[config.mk]
export PLATFORM = sky130hd
export DESIGN_NAME = regfile_wb_arbiter
export DESIGN_NICKNAME = d
export VERILOG_FILES = /design/src/rtl/regfile_pkg.sv /design/src/rtl/wb_rr_arb2.sv /design/src/rtl/regfile_wb_arbiter.sv
export SDC_FILE = /design/constraint.sdc
export NUM_CORES = 1
export LEC_CHECK = 0
export ABC_AREA = 1
export CAP_MARGIN = 20
export CORE_MARGIN = 4
export CORE_UTILIZATION = 42
export CTS_CLUSTER_DIAMETER = 150
export DETAILED_ROUTE_END_ITERATION = 10
export HOLD_SLACK_MARGIN = 0.02
export PLACE_DENSITY = 0.78
export SETUP_SLACK_MARGIN = 0.5
export SYNTH_ARGS = -nofsm -noshare
export SYNTH_HDL_FRONTEND = slang
export SYNTH_SLANG_ARGS = --single-unit
export TNS_END_PERCENT = 50
[constraint.sdc]
create_clock -name Clk -period 1.75 [get_ports Clk]
set_input_delay 0.35 -clock Clk [delete_from_list [all_inputs] [get_ports Clk]]
set_output_delay 0.35 -clock Clk [all_outputs]
set_load 0.1 [all_outputs]
[src/rtl/regfile_pkg.sv]
// Shared definitions for the register-file writeback arbiter: sizes and
// the writeback-source encoding used by the round-robin pointer.
package regfile_pkg;

  localparam int REG_COUNT  = 8;
  localparam int REG_ADDR_W = 3;
  localparam int REG_DATA_W = 8;

  typedef enum logic {
    WB_ALU = 1'b0,
    WB_MEM = 1'b1
  } wb_src_e;

  function automatic wb_src_e wb_other(input wb_src_e src);
    return (src == WB_ALU) ? WB_MEM : WB_ALU;
  endfunction

endpackage

[src/rtl/wb_rr_arb2.sv]
// Two-way round-robin arbiter. Bit WB_ALU/WB_MEM of req/grant selects the
// source; the pointer only advances after a contended cycle.
module wb_rr_arb2
  import regfile_pkg::*;
(
  input  logic       clk,
  input  logic       reset_n,
  input  logic [1:0] req,
  output logic [1:0] grant,
  output wb_src_e    ptr
);

  wb_src_e ptr_reg;

  always_comb begin
    grant = 2'b00;
    if (reset_n) begin
      case (req)
        2'b01:   grant = 2'b01;
        2'b10:   grant = 2'b10;
        2'b11:   grant = (ptr_reg == WB_ALU) ? 2'b01 : 2'b10;
        default: grant = 2'b00;
      endcase
    end
  end

  // A contended cycle always grants exactly the pointed-at source, so the
  // pointer simply hands priority to the other side afterwards.
  always_ff @(posedge clk) begin
    if (!reset_n) begin
      ptr_reg <= WB_ALU;
    end else if (req == 2'b11) begin
      ptr_reg <= wb_other(ptr_reg);
    end
  end

  assign ptr = ptr_reg;

endmodule

[src/rtl/regfile_wb_arbiter.sv]
// Writeback arbiter in front of the register file: merges ALU and load
// writebacks onto one registered write port and tracks pending writes.
module regfile_wb_arbiter
  import regfile_pkg::*;
#(
  parameter int NUM_REGS = REG_COUNT,
  parameter int DATA_W   = REG_DATA_W
) (
  input  logic                  Clk,
  input  logic                  Reset_n,
  input  logic                  AluValid,
  input  logic [REG_ADDR_W-1:0] AluAddr,
  input  logic [DATA_W-1:0]     AluData,
  output logic                  AluReady,
  input  logic                  MemValid,
  input  logic [REG_ADDR_W-1:0] MemAddr,
  input  logic [DATA_W-1:0]     MemData,
  output logic                  MemReady,
  input  logic                  IssueValid,
  input  logic [REG_ADDR_W-1:0] IssueAddr,
  input  logic                  Flush,
  output logic                  WriteEnable,
  output logic [REG_ADDR_W-1:0] WriteAddr,
  output logic [DATA_W-1:0]     WriteData,
  output logic [NUM_REGS-1:0]   BusyMask,
  output logic [7:0]            CollisionCount
);

  logic [1:0]            grant;
  wb_src_e               rr_ptr;
  logic                  transfer;
  logic [REG_ADDR_W-1:0] sel_addr;
  logic [DATA_W-1:0]     sel_data;

  logic                  we_reg;
  logic [REG_ADDR_W-1:0] waddr_reg;
  logic [DATA_W-1:0]     wdata_reg;
  logic [NUM_REGS-1:0]   busy_reg;
  logic [NUM_REGS-1:0]   busy_next;
  logic [7:0]            coll_reg;

  wb_rr_arb2 u_arb (
    .clk     (Clk),
    .reset_n (Reset_n),
    .req     ({MemValid, AluValid}),
    .grant   (grant),
    .ptr     (rr_ptr)
  );

  assign AluReady = grant[WB_ALU];
  assign MemReady = grant[WB_MEM];
  assign transfer = AluReady | MemReady;

  assign sel_addr = MemReady ? MemAddr : AluAddr;
  assign sel_data = MemReady ? MemData : AluData;

  // Per-register scoreboard: flush beats set, set beats the commit-clear.
  genvar gi;
  generate
    for (gi = 0; gi < NUM_REGS; gi++) begin : g_busy
      if (gi == 0) begin : g_r0
        assign busy_next[gi] = 1'b0;
      end else begin : g_rn
        assign busy_next[gi] = !Flush &&
          ((IssueValid && (IssueAddr == REG_ADDR_W'(gi))) ||
           (busy_reg[gi] && !(we_reg && (waddr_reg == REG_ADDR_W'(gi)))));
      end
    end
  endgenerate

  always_ff @(posedge Clk) begin
    if (!Reset_n) begin
      we_reg    <= 1'b0;
      waddr_reg <= '0;
      wdata_reg <= '0;
      busy_reg  <= '0;
      coll_reg  <= '0;
    end else begin
      // R0 is hardwired zero: its handshake completes but never writes.
      we_reg <= transfer && (sel_addr != '0);
      if (transfer) begin
        waddr_reg <= sel_addr;
        wdata_reg <= sel_data;
      end
      busy_reg <= busy_next;
      if (AluValid && MemValid && (coll_reg != 8'hFF)) begin
        coll_reg <= coll_reg + 8'd1;
      end
    end
  end

  assign WriteEnable    = we_reg;
  assign WriteAddr      = waddr_reg;
  assign WriteData      = wdata_reg;
  assign BusyMask       = busy_reg;
  assign CollisionCount = coll_reg;

  a_contended_follows_ptr : assert property (
    @(posedge Clk) disable iff (!Reset_n)
    (AluValid && MemValid) |-> (AluReady == (rr_ptr == WB_ALU))
  );

endmodule

==> Word level (Yosys, flattened, before mapping) <==
Cells that the tools add are included.
{ "op_classes": {"eq_ne": 18, "mux": 6, "bitwise": 1, "n_reduce_logical": 47, "addsub": 1} }
{ "ops": {"columns": ["op", "count"], "rows": [
  ["$logic_and 1x1->1", 31],
  ["$eq 3x3->1 const B", 8],
  ["$eq 3x2->1 const B", 4],
  ["$add 8x1->8 const B", 1],
  ["$logic_not 1->1", 8],
  ["$mux 8", 1],
  ["$ne 8x8->1 const B", 1],
  ["$logic_or 1x1->1", 7],
  ["$eq 3x1->1 const B", 2],
  ["$pmux 2 s3", 1],
  ["$eq 2x2->1 const B", 2],
  ["$mux 2", 2],
  ["$mux 3", 1],
  ["$reduce_bool 3->1", 1],
  ["$eq 2x1->1 const B", 1],
  ["$mux 1", 1],
  ["$or 1x1->1", 1]
]} }
{ "word_totals": {"elab_cells": 80, "reg_bits": 29, "input_bits": 31} }

==> Logic depth before layout (Yosys ltp) <==
{ "logic_depth": {"word_depth": 6, "depth_mapped": 9, "mapped_depth_nobuf": 8} }

==> Hierarchy <==
From an unflattened synthesis, not the netlist that was laid out.
{ "hier_totals": {"hier_cells": 210, "area_unflattened_um2": 1411.4} }
{ "modules_own_cells": {"columns": ["mod", "instances", "cells_each", "area_each_um2"], "rows": [
  ["regfile_wb_arbiter", 1, 200, 1352.5],
  ["wb_rr_arb2", 1, 10, 58.8]
]} }

==> Worst setup path before layout <==
No wires, ideal clock.
{ "synth_timing": {"kind": "reg2reg", "start": "reg coll_reg[1], in the netlist CollisionCount[1]", "end": "reg coll_reg[4], in the netlist CollisionCount[4]", "stages_incl_launch_ff": 10, "period_less_slack_ns": 2.064, "slack_ns": -0.314, "arrival_ns": 1.951, "setup_ns": 0.113, "cell_sequence": "dfxtp_1 ha_1 nand2_1 nor2_2 nand2_1 buf_6 nand3_1 nand2_1 nand2_1 nor2_1"} }
{ "synth_via": {"elab_chain_len": 2, "elab_cells_between_ends": 3, "cone_classes": "1 x add/sub; 1 x eq/ne; 1 x reduce/logical"} }
{ "synth_rtl": {"columns": ["element", "line", "text"], "rows": [
  ["start, declared", "regfile_wb_arbiter.sv:40", "logic [7:0] coll_reg;"],
  ["start signal, assigned", "regfile_wb_arbiter.sv:87", "coll_reg <= coll_reg + 8'd1;"],
  ["branches (longest 2 deep; another with $add 8x1->8)", null, null]
]} }
Parallel ways; which one is timed is not known.
A chain may end at the register's enable or synchronous reset.

==> Worst setup path in the final report <==
{ "layout_timing": {"start": "reg u_arb.ptr_reg, in the netlist u_arb.ptr", "end": "out AluReady"} }
{ "layout_via": {"elab_chain_len": 3} }
{ "layout_rtl": {"columns": ["element", "line", "text"], "rows": [
  ["start, declared", "wb_rr_arb2.sv:13", "wb_src_e ptr_reg;"],
  ["start signal, assigned", "wb_rr_arb2.sv:33", "ptr_reg <= wb_other(ptr_reg);"],
  ["$mux 2", "wb_rr_arb2.sv:21", "2'b11: grant = (ptr_reg == WB_ALU) ? 2'b01 : 2'b10;"],
  ["$pmux 2 s3", "wb_rr_arb2.sv:18", "case (req)"],
  ["$mux 2", "wb_rr_arb2.sv:17", "if (reset_n) begin"],
  ["end, declared", "regfile_wb_arbiter.sv:14", "output logic AluReady,"]
]} }
No other way between the ends.

==> flow_summary_export.csv <==
group,metric,value,unit
outcome,outcome,"finished, final reports clean",
clocking,clk_pin_slew_worst_paths,160,ps
floorplan,die-area,4500,µm²
power,swShare,34.0,%
cells_and_area,final_nets,341,
placement,place_congestion,0.847,
global_route,grt_max_degree,17,
global_route,antenna_found_initial,0,
global_route,overflow,0,
cells_and_area,mostFrequentLayoutCells,"nand2_1, inv_1, buf_12",
logic_synthesis,synth_area,1470,µm²
critical_path,worstSetupStartpointType,"register",
timing,period_share,91.5,%
power,ir_drop,0.000337,V
power,p_int,1.12,mW
clocking,ctsHoldBuffers,0,
timing,hold_viol,0,
critical_path,criticalPathCategory,"register to output pin",
power,p_seq_share,40.5,%
placement,dpl.cell_count,338,
clocking,cts_tree,"yes",
critical_path,path_max_fanout,3,
power,leakagePower,1.30,nW
cells_and_area,register_area,624,µm²
global_route,grt_usage,20.7,%
routing,final_antenna_net_count,0,
timing,fin_skew,9.05,ps
logic_synthesis,synth.distinct_cells,26,
cells_and_area,area_growth_syn_to_layout,89.8,%
timing,post-route-min-period,1600,ps
global_route,grt_pass1_wl,7.24,mm
routing,drt_iter0_markers,135,
floorplan,core_area,3360,µm²
floorplan,num_io_pins,61,
cells_and_area,final_cells,354,
worst_hold_path,hold_class,"register to register",
routing,wl_per_cell,12.8,µm
critical_path,crit_required,1400,ps
routing,drt-total-wl,4.53,mm
clocking,cts_made_buffers,3,
cells_and_area,layout-drive-gt1-share,36.4,%
cells_and_area,n_antenna_cell,0,
clocking,cts-root-buf,"clkbuf_4",
critical_path,end_kind,"output pin",
critical_path,crit_arrival,1250,ps
clocking,clockBufferDepth,2,
logic_synthesis,yosysSeqAreaShare,38.2,%
power,clockPowerShare,25.5,%
floorplan,initial_core_util,43.6,%
placement,hpwlAfterDp,3.24,mm
critical_path,crit_chain,"buf_6 -> nand2_4 -> nand3_4 -> clkinvlp_4 -> buf_12",
critical_path,timing.rr.end,"CollisionCount[0]",
power,power.density,611,nW/µm²
logic_synthesis,synth-seq-cells,28,
placement,dp_slack,-73.9,ps
timing,setup_viol_count_final,0,
worst_hold_path,min_path_cells,2,
routing,viasPerCell,4.96,
critical_path,slowest_delay,390,ps
critical_path,r2r_cells,7,
logic_synthesis,synth_cells,226,
cells_and_area,fin_util,82.8,%
clocking,worstSkewPairLatency,340,ps
floorplan,die_h,67.1,µm
cells_and_area,filler_cell_count,221,
logic_synthesis,synth_nets,258,
logic_synthesis,ys_warn_count,0,
critical_path,regToRegSetupSlack,400,ps
floorplan,die_w,67.1,µm
routing,firstDrtPassIters,4,
worst_hold_path,worstHoldStart,"BusyMask[4]",
timing,rsz0062_at_grt,"yes",
routing,drc,0,
floorplan,rows,21,
power,p_total,1.70,mW
timing,fin_ws,148,ps
worst_hold_path,hold_end,"BusyMask[4]",
critical_path,timing.rr.start,"CollisionCount[0]",
cells_and_area,multi_input_area,823,µm²
global_route,grt_pass1_vias,1614,
clocking,cts_sinks,28,
logic_synthesis,avgSynthCellArea,6.49,µm²
placement,portBuffers,59,
timing,max_freq,0.624,GHz
cells_and_area,layout_commonest_cell,"nand2_1",
run,max-cap-violations,0,
critical_path,slowest_stage,"dfxtp_2",
power,net-switching-power,0.579,mW
power,pwr-share-comb,34.0,%
timing,slew_violations,0,
routing,vias,1757,
clocking,htreeDepth,1,
-- worst max-delay path, delay by kind of cell, from the launching register on --
| kind | cells | cell delay (ps) |
|---|---|---|
| buf+inv | 3 | 380 |
| flops | 1 | 390 |
| simple gates | 2 | 130 |
-- layout make-up --
cell class | instances | share of cell area (%)
Clock inverter | 1 | 1.08
Tap cell | 46 | 2.07
Timing Repair Buffer | 84 | 38.4
Inverter | 40 | 5.71
Multi-Input combinational cell | 152 | 29.6
Sequential cell | 28 | 22.4
Clock buffer | 3 | 0.809
-- Yosys cell counts --
cell	n	area [µm²]
nand4_1	8	50.1
clkbuf_1	1	3.75
nand3b_1	1	7.51
buf_6	3	33.8
nor2_2	1	6.26
nor2_1	22	82.6
nand2_1	72	270
inv_1	38	143
buf_2	1	5.00
inv_2	2	7.51
a22oi_1	5	37.5
nand3_2	1	10.0
conb_1	1	3.75
a31oi_1	1	6.26
nand2_2	2	12.5
nand3_1	16	80.1
o31ai_1	2	15.0
nor3_1	1	5.00
buf_4	2	15.0
or2_2	1	6.26
dfxtp_1	28	561
o21ai_0	4	20.0
ha_1	1	12.5
a21oi_1	10	50.1
o21a_1	1	7.51
o21ai_4	1	16.3
-- power groups by stage --
stage	clock (mW)	combinational [mW]	sequential (mW)
final	0.434	0.578	0.689
after global routing	0.468	0.610	0.694
after CTS	0.441	0.572	0.692
after detailed placement	0	0.558	0.707
after global placement	0	0.551	0.706
after floorplan	0	0.156	0.868
-- kinds of logic (layout without fill, tap and decap cells) --
group / after synthesis / in the layout / synth area share (%)
AND/OR/NAND/NOR: 125 / 126 / 36.1
other: 1 / 1 / 0.256
flip-flops: 28 / 28 / 38.2
AO/OA/AOI/OAI: 24 / 24 / 10.4
buffers and inverters: 47 / 128 / 14.2
adder cells (fa/ha/maj): 1 / 1 / 0.852
-- per-layer routing --
metal,share of wire (%),GRT usage (%)
met5,0,0
met2,52,36.4
met3,8.5,5.56
met4,2.4,5.06
met1,37,24.9
-- metrics by stage --
step	TNS [ps]	cell area [µm²]	hold WS [ps]
after floorplan	0	1580	497
after global placement	-4.63	2550	483
after detailed placement	-238	2550	500
after CTS	0	2690	519
after global routing	0	2790	542
final	0	2790	523
-- worst max-delay path by stage --
| stage | start | to | slack (ps) |
|---|---|---|---|
| CTS | u_arb.ptr | AluReady | 150 |
| global route | u_arb.ptr | AluReady | 90 |
| floorplan | MemValid | WriteData[0] | 270 |
| finish | u_arb.ptr | AluReady | 150 |
| global placement | MemValid | CollisionCount[7] | -5 |
| detailed placement | MemValid | CollisionCount[7] | -70 |
-- timing repair --
action                                 4_1_cts  5_1_grt
buffers inserted                             5        6
endpoints found under the hold margin        0        0
resized for setup                           13       24
setup endpoints to repair                   57       46
pin swaps                                    1        8
cloned                                       1        0
Note: power is estimated with default switching activity, not from simulation.
==> variant (same settings) <==
The package constant `REG_COUNT` goes from 8 to 12.
--- a/src/rtl/regfile_pkg.sv
+++ b/src/rtl/regfile_pkg.sv
@@ -4,3 +4,3 @@
 
-  localparam int REG_COUNT  = 8;
+  localparam int REG_COUNT  = 12;
   localparam int REG_ADDR_W = 3;
Ports: changed (resized BusyMask); port bits go from 61 to 65. No check against the original RTL was run, so the function may have changed too.
==> variant against the unedited design <==
  * Setup slack improved by 0.17 ns
  * Synthesized cell count is 2.7% higher
  * Sequential share of layout area is 0.98 points higher
  * Core utilization is 2.6 points lower
  * First-iteration DRC count shrank 44%
  * Sequential cell count up 4
  * Power is 24% higher
  * Largest power group unchanged
  * Cell area increased by 5.4%
  * Wire length up 8.1%
  * Non-clock buffer count shrank 7
  * Worst hold slack got worse by 0.025 ns
  * Area after synthesis grew 8.1%
  * Global-route usage is 1.0 points lower
==> variant: results (changes against the unedited design) <==
| Metric | Value |
|---|---|
| Number of global-route vias before repair | 1679 (was 1614) |
| Critical R2R Launch | CollisionCount[0] (unchanged) |
| XOR/XNOR Fraction of Synth Area | 1.66% (was 0%) |
| Synthesized Nets | 264 (was 258) |
| Finished Layout Cells | 359 (was 354) |
| Placer Congestion | 0.833 (was 0.847) |
| Synth top cells by count | nand2_1, inv_1, dfxtp_1, nor2_1, nand3_1 (unchanged) |
| Area contributors post-synth | dfxtp_1, nand2_1, inv_1 (unchanged) |
| Dpl cells | 345 (was 338) |
| IO Port Bufs | 63 (was 59) |
| Fillers | 231 (was 221) |
| Leakage | 1.30 nW (about the same) |
| Adder-cell share of the synthesized area | 0.789% (was 0.853%) |
| Seq/Total Area, Yosys | 40.4% (was 38.2%) |
| All-Layer GR Usage | 19.7% (was 20.7%) |
| HPWL after DPL | 3490 µm (was 3240 µm) |
| Critical path arrival | 1.08 ns (was 1.25 ns) |
| Clk_lat worst skew | 0.30 ns (was 0.34 ns) |
| Routed len/inst | 13.6 µm (was 12.8 µm) |
| Met2 GRT Util | 34.9% (was 36.4%) |
| Cell variety after synth | 28 (was 26) |
| CTS root buffer | clkbuf_8 (was clkbuf_4) |
| TritonCTS buffer count | 5 (was 3) |
| Global-route wire length before repair | 7480 µm (was 7240 µm) |
| First-pass DRT Iterations | 6 (was 4) |
| Post-synthesis compound-gate area fraction | 13.4% (was 10.4%) |
| CP Max Fanout | 2 (was 3) |
| Hold Startpoint | AluValid (was BusyMask[4]) |
| Worst slack, placed | -0.0675 ns (was -0.0739 ns) |
| DR vias | 1762 (was 1757) |
| CTS clock-pin slew for the worst setup and hold paths | 0.07 ns (was 0.16 ns) |
| Syn Inst Count | 232 (was 226) |
| Seq. cell area | 687 µm² (was 624 µm²) |
| VDD IR max | 0.000580 V (was 0.000337 V) |
| Status | completed (unchanged) |
| Largest net degree at the start of global routing | 16 (was 17) |
| Grt met3 use | 7.68% (was 5.56%) |
| Fin nets | 342 (was 341) |
| Worst hold path type | input pin to flip-flop (was flip-flop to flip-flop) |
| Clock skew | 0.00542 ns (was 0.00905 ns) |
| H-tree Lvls | 2 (was 1) |
| Layout cell share with drive strength beyond 1 | 32.5% (was 36.4%) |
| Met1 Resource Use GR | 20.4% (was 24.9%) |
| DR iter-0 viols | 75 (was 135) |
==> variant: changes by cell type after synthesis, moves of 4 or more <==
cell / unedited run / this run
nor2_1: 22 / 27
nand2_1: 72 / 67
nand4_1: 8 / 1
dfxtp_1: 28 / 32
o211ai_1: 0 / 5
a22oi_1: 5 / 0
==> variant: logic make-up after synthesis <==
family          Yosys count
xor+xnor                  3
other cells               1
flops                    32
fa+ha+maj                 1
buf+inv                  43
compound gates           32
simple gates            120
==> variant: final timing paths <==
| kind | to | slack, ns | cells past startpoint |
|---|---|---|---|
| hold / removal | u_arb.ptr | 0.50 | 4 |
| setup / recovery | MemReady | 0.32 | 3 |
| hold reg to reg | CollisionCount[4] | 0.53 | 2 |
| setup reg to reg | CollisionCount[1] | 0.49 | 8 |
==> variant: critical path, cell delays in order, from the launching register on <==
cell and delay [ns]:
dfxtp_2 0.36, inv_2 0.06, a21oi_4 0.17, buf_12 0.19
==> variant: area by class of cell <==
class | count | area share [%]
repair buffers | 77 | 36.6
multi-input cells | 157 | 29.4
flip-flops and latches | 32 | 23.4
inverters | 37 | 5.07
clock buffers | 7 | 3.32
well taps | 48 | 2.05
clock inverters | 1 | 0.171
==> variant: what timing repair did <==
| item | in CTS | in global routing |
|---|---|---|
| pin swaps | 1 | 5 |
| gates resized for setup | 15 | 19 |
| setup endpoints to repair | 35 | 25 |
| setup buffers | 4 | 2 |
==> variant: per-layer routing <==
metal	part of all wire, %	vias to the layer above
met5	0	-
met4	3.2	0
met3	6.8	13
met2	53	65
met1	37	800
li1	-	884
==> variant: per-stage QoR <==
step / utilization [%] / setup TNS [ns] / area [µm²] / total power, W
3_3_place_gp: 74.6 / -0.0791 / 2730 / 0.00144
2_1_floorplan: - / 0 / 1700 / 0.00118
3_5_place_dp: 74.6 / -0.444 / 2730 / 0.00145
4_1_cts: 78.3 / 0 / 2870 / 0.00210
5_1_grt: 80.2 / 0 / 2940 / 0.00220
6_report: 80.2 / 0 / 2940 / 0.00211
==> variant: report_power, final <==
part	switching, W	leakage, nW	internal (W)	total (W)
clock network	0.000287	0.0534	0.000365	0.000652
logic	0.000402	0.978	0.000262	0.000663
registers	0.0000449	0.271	0.000753	0.000797
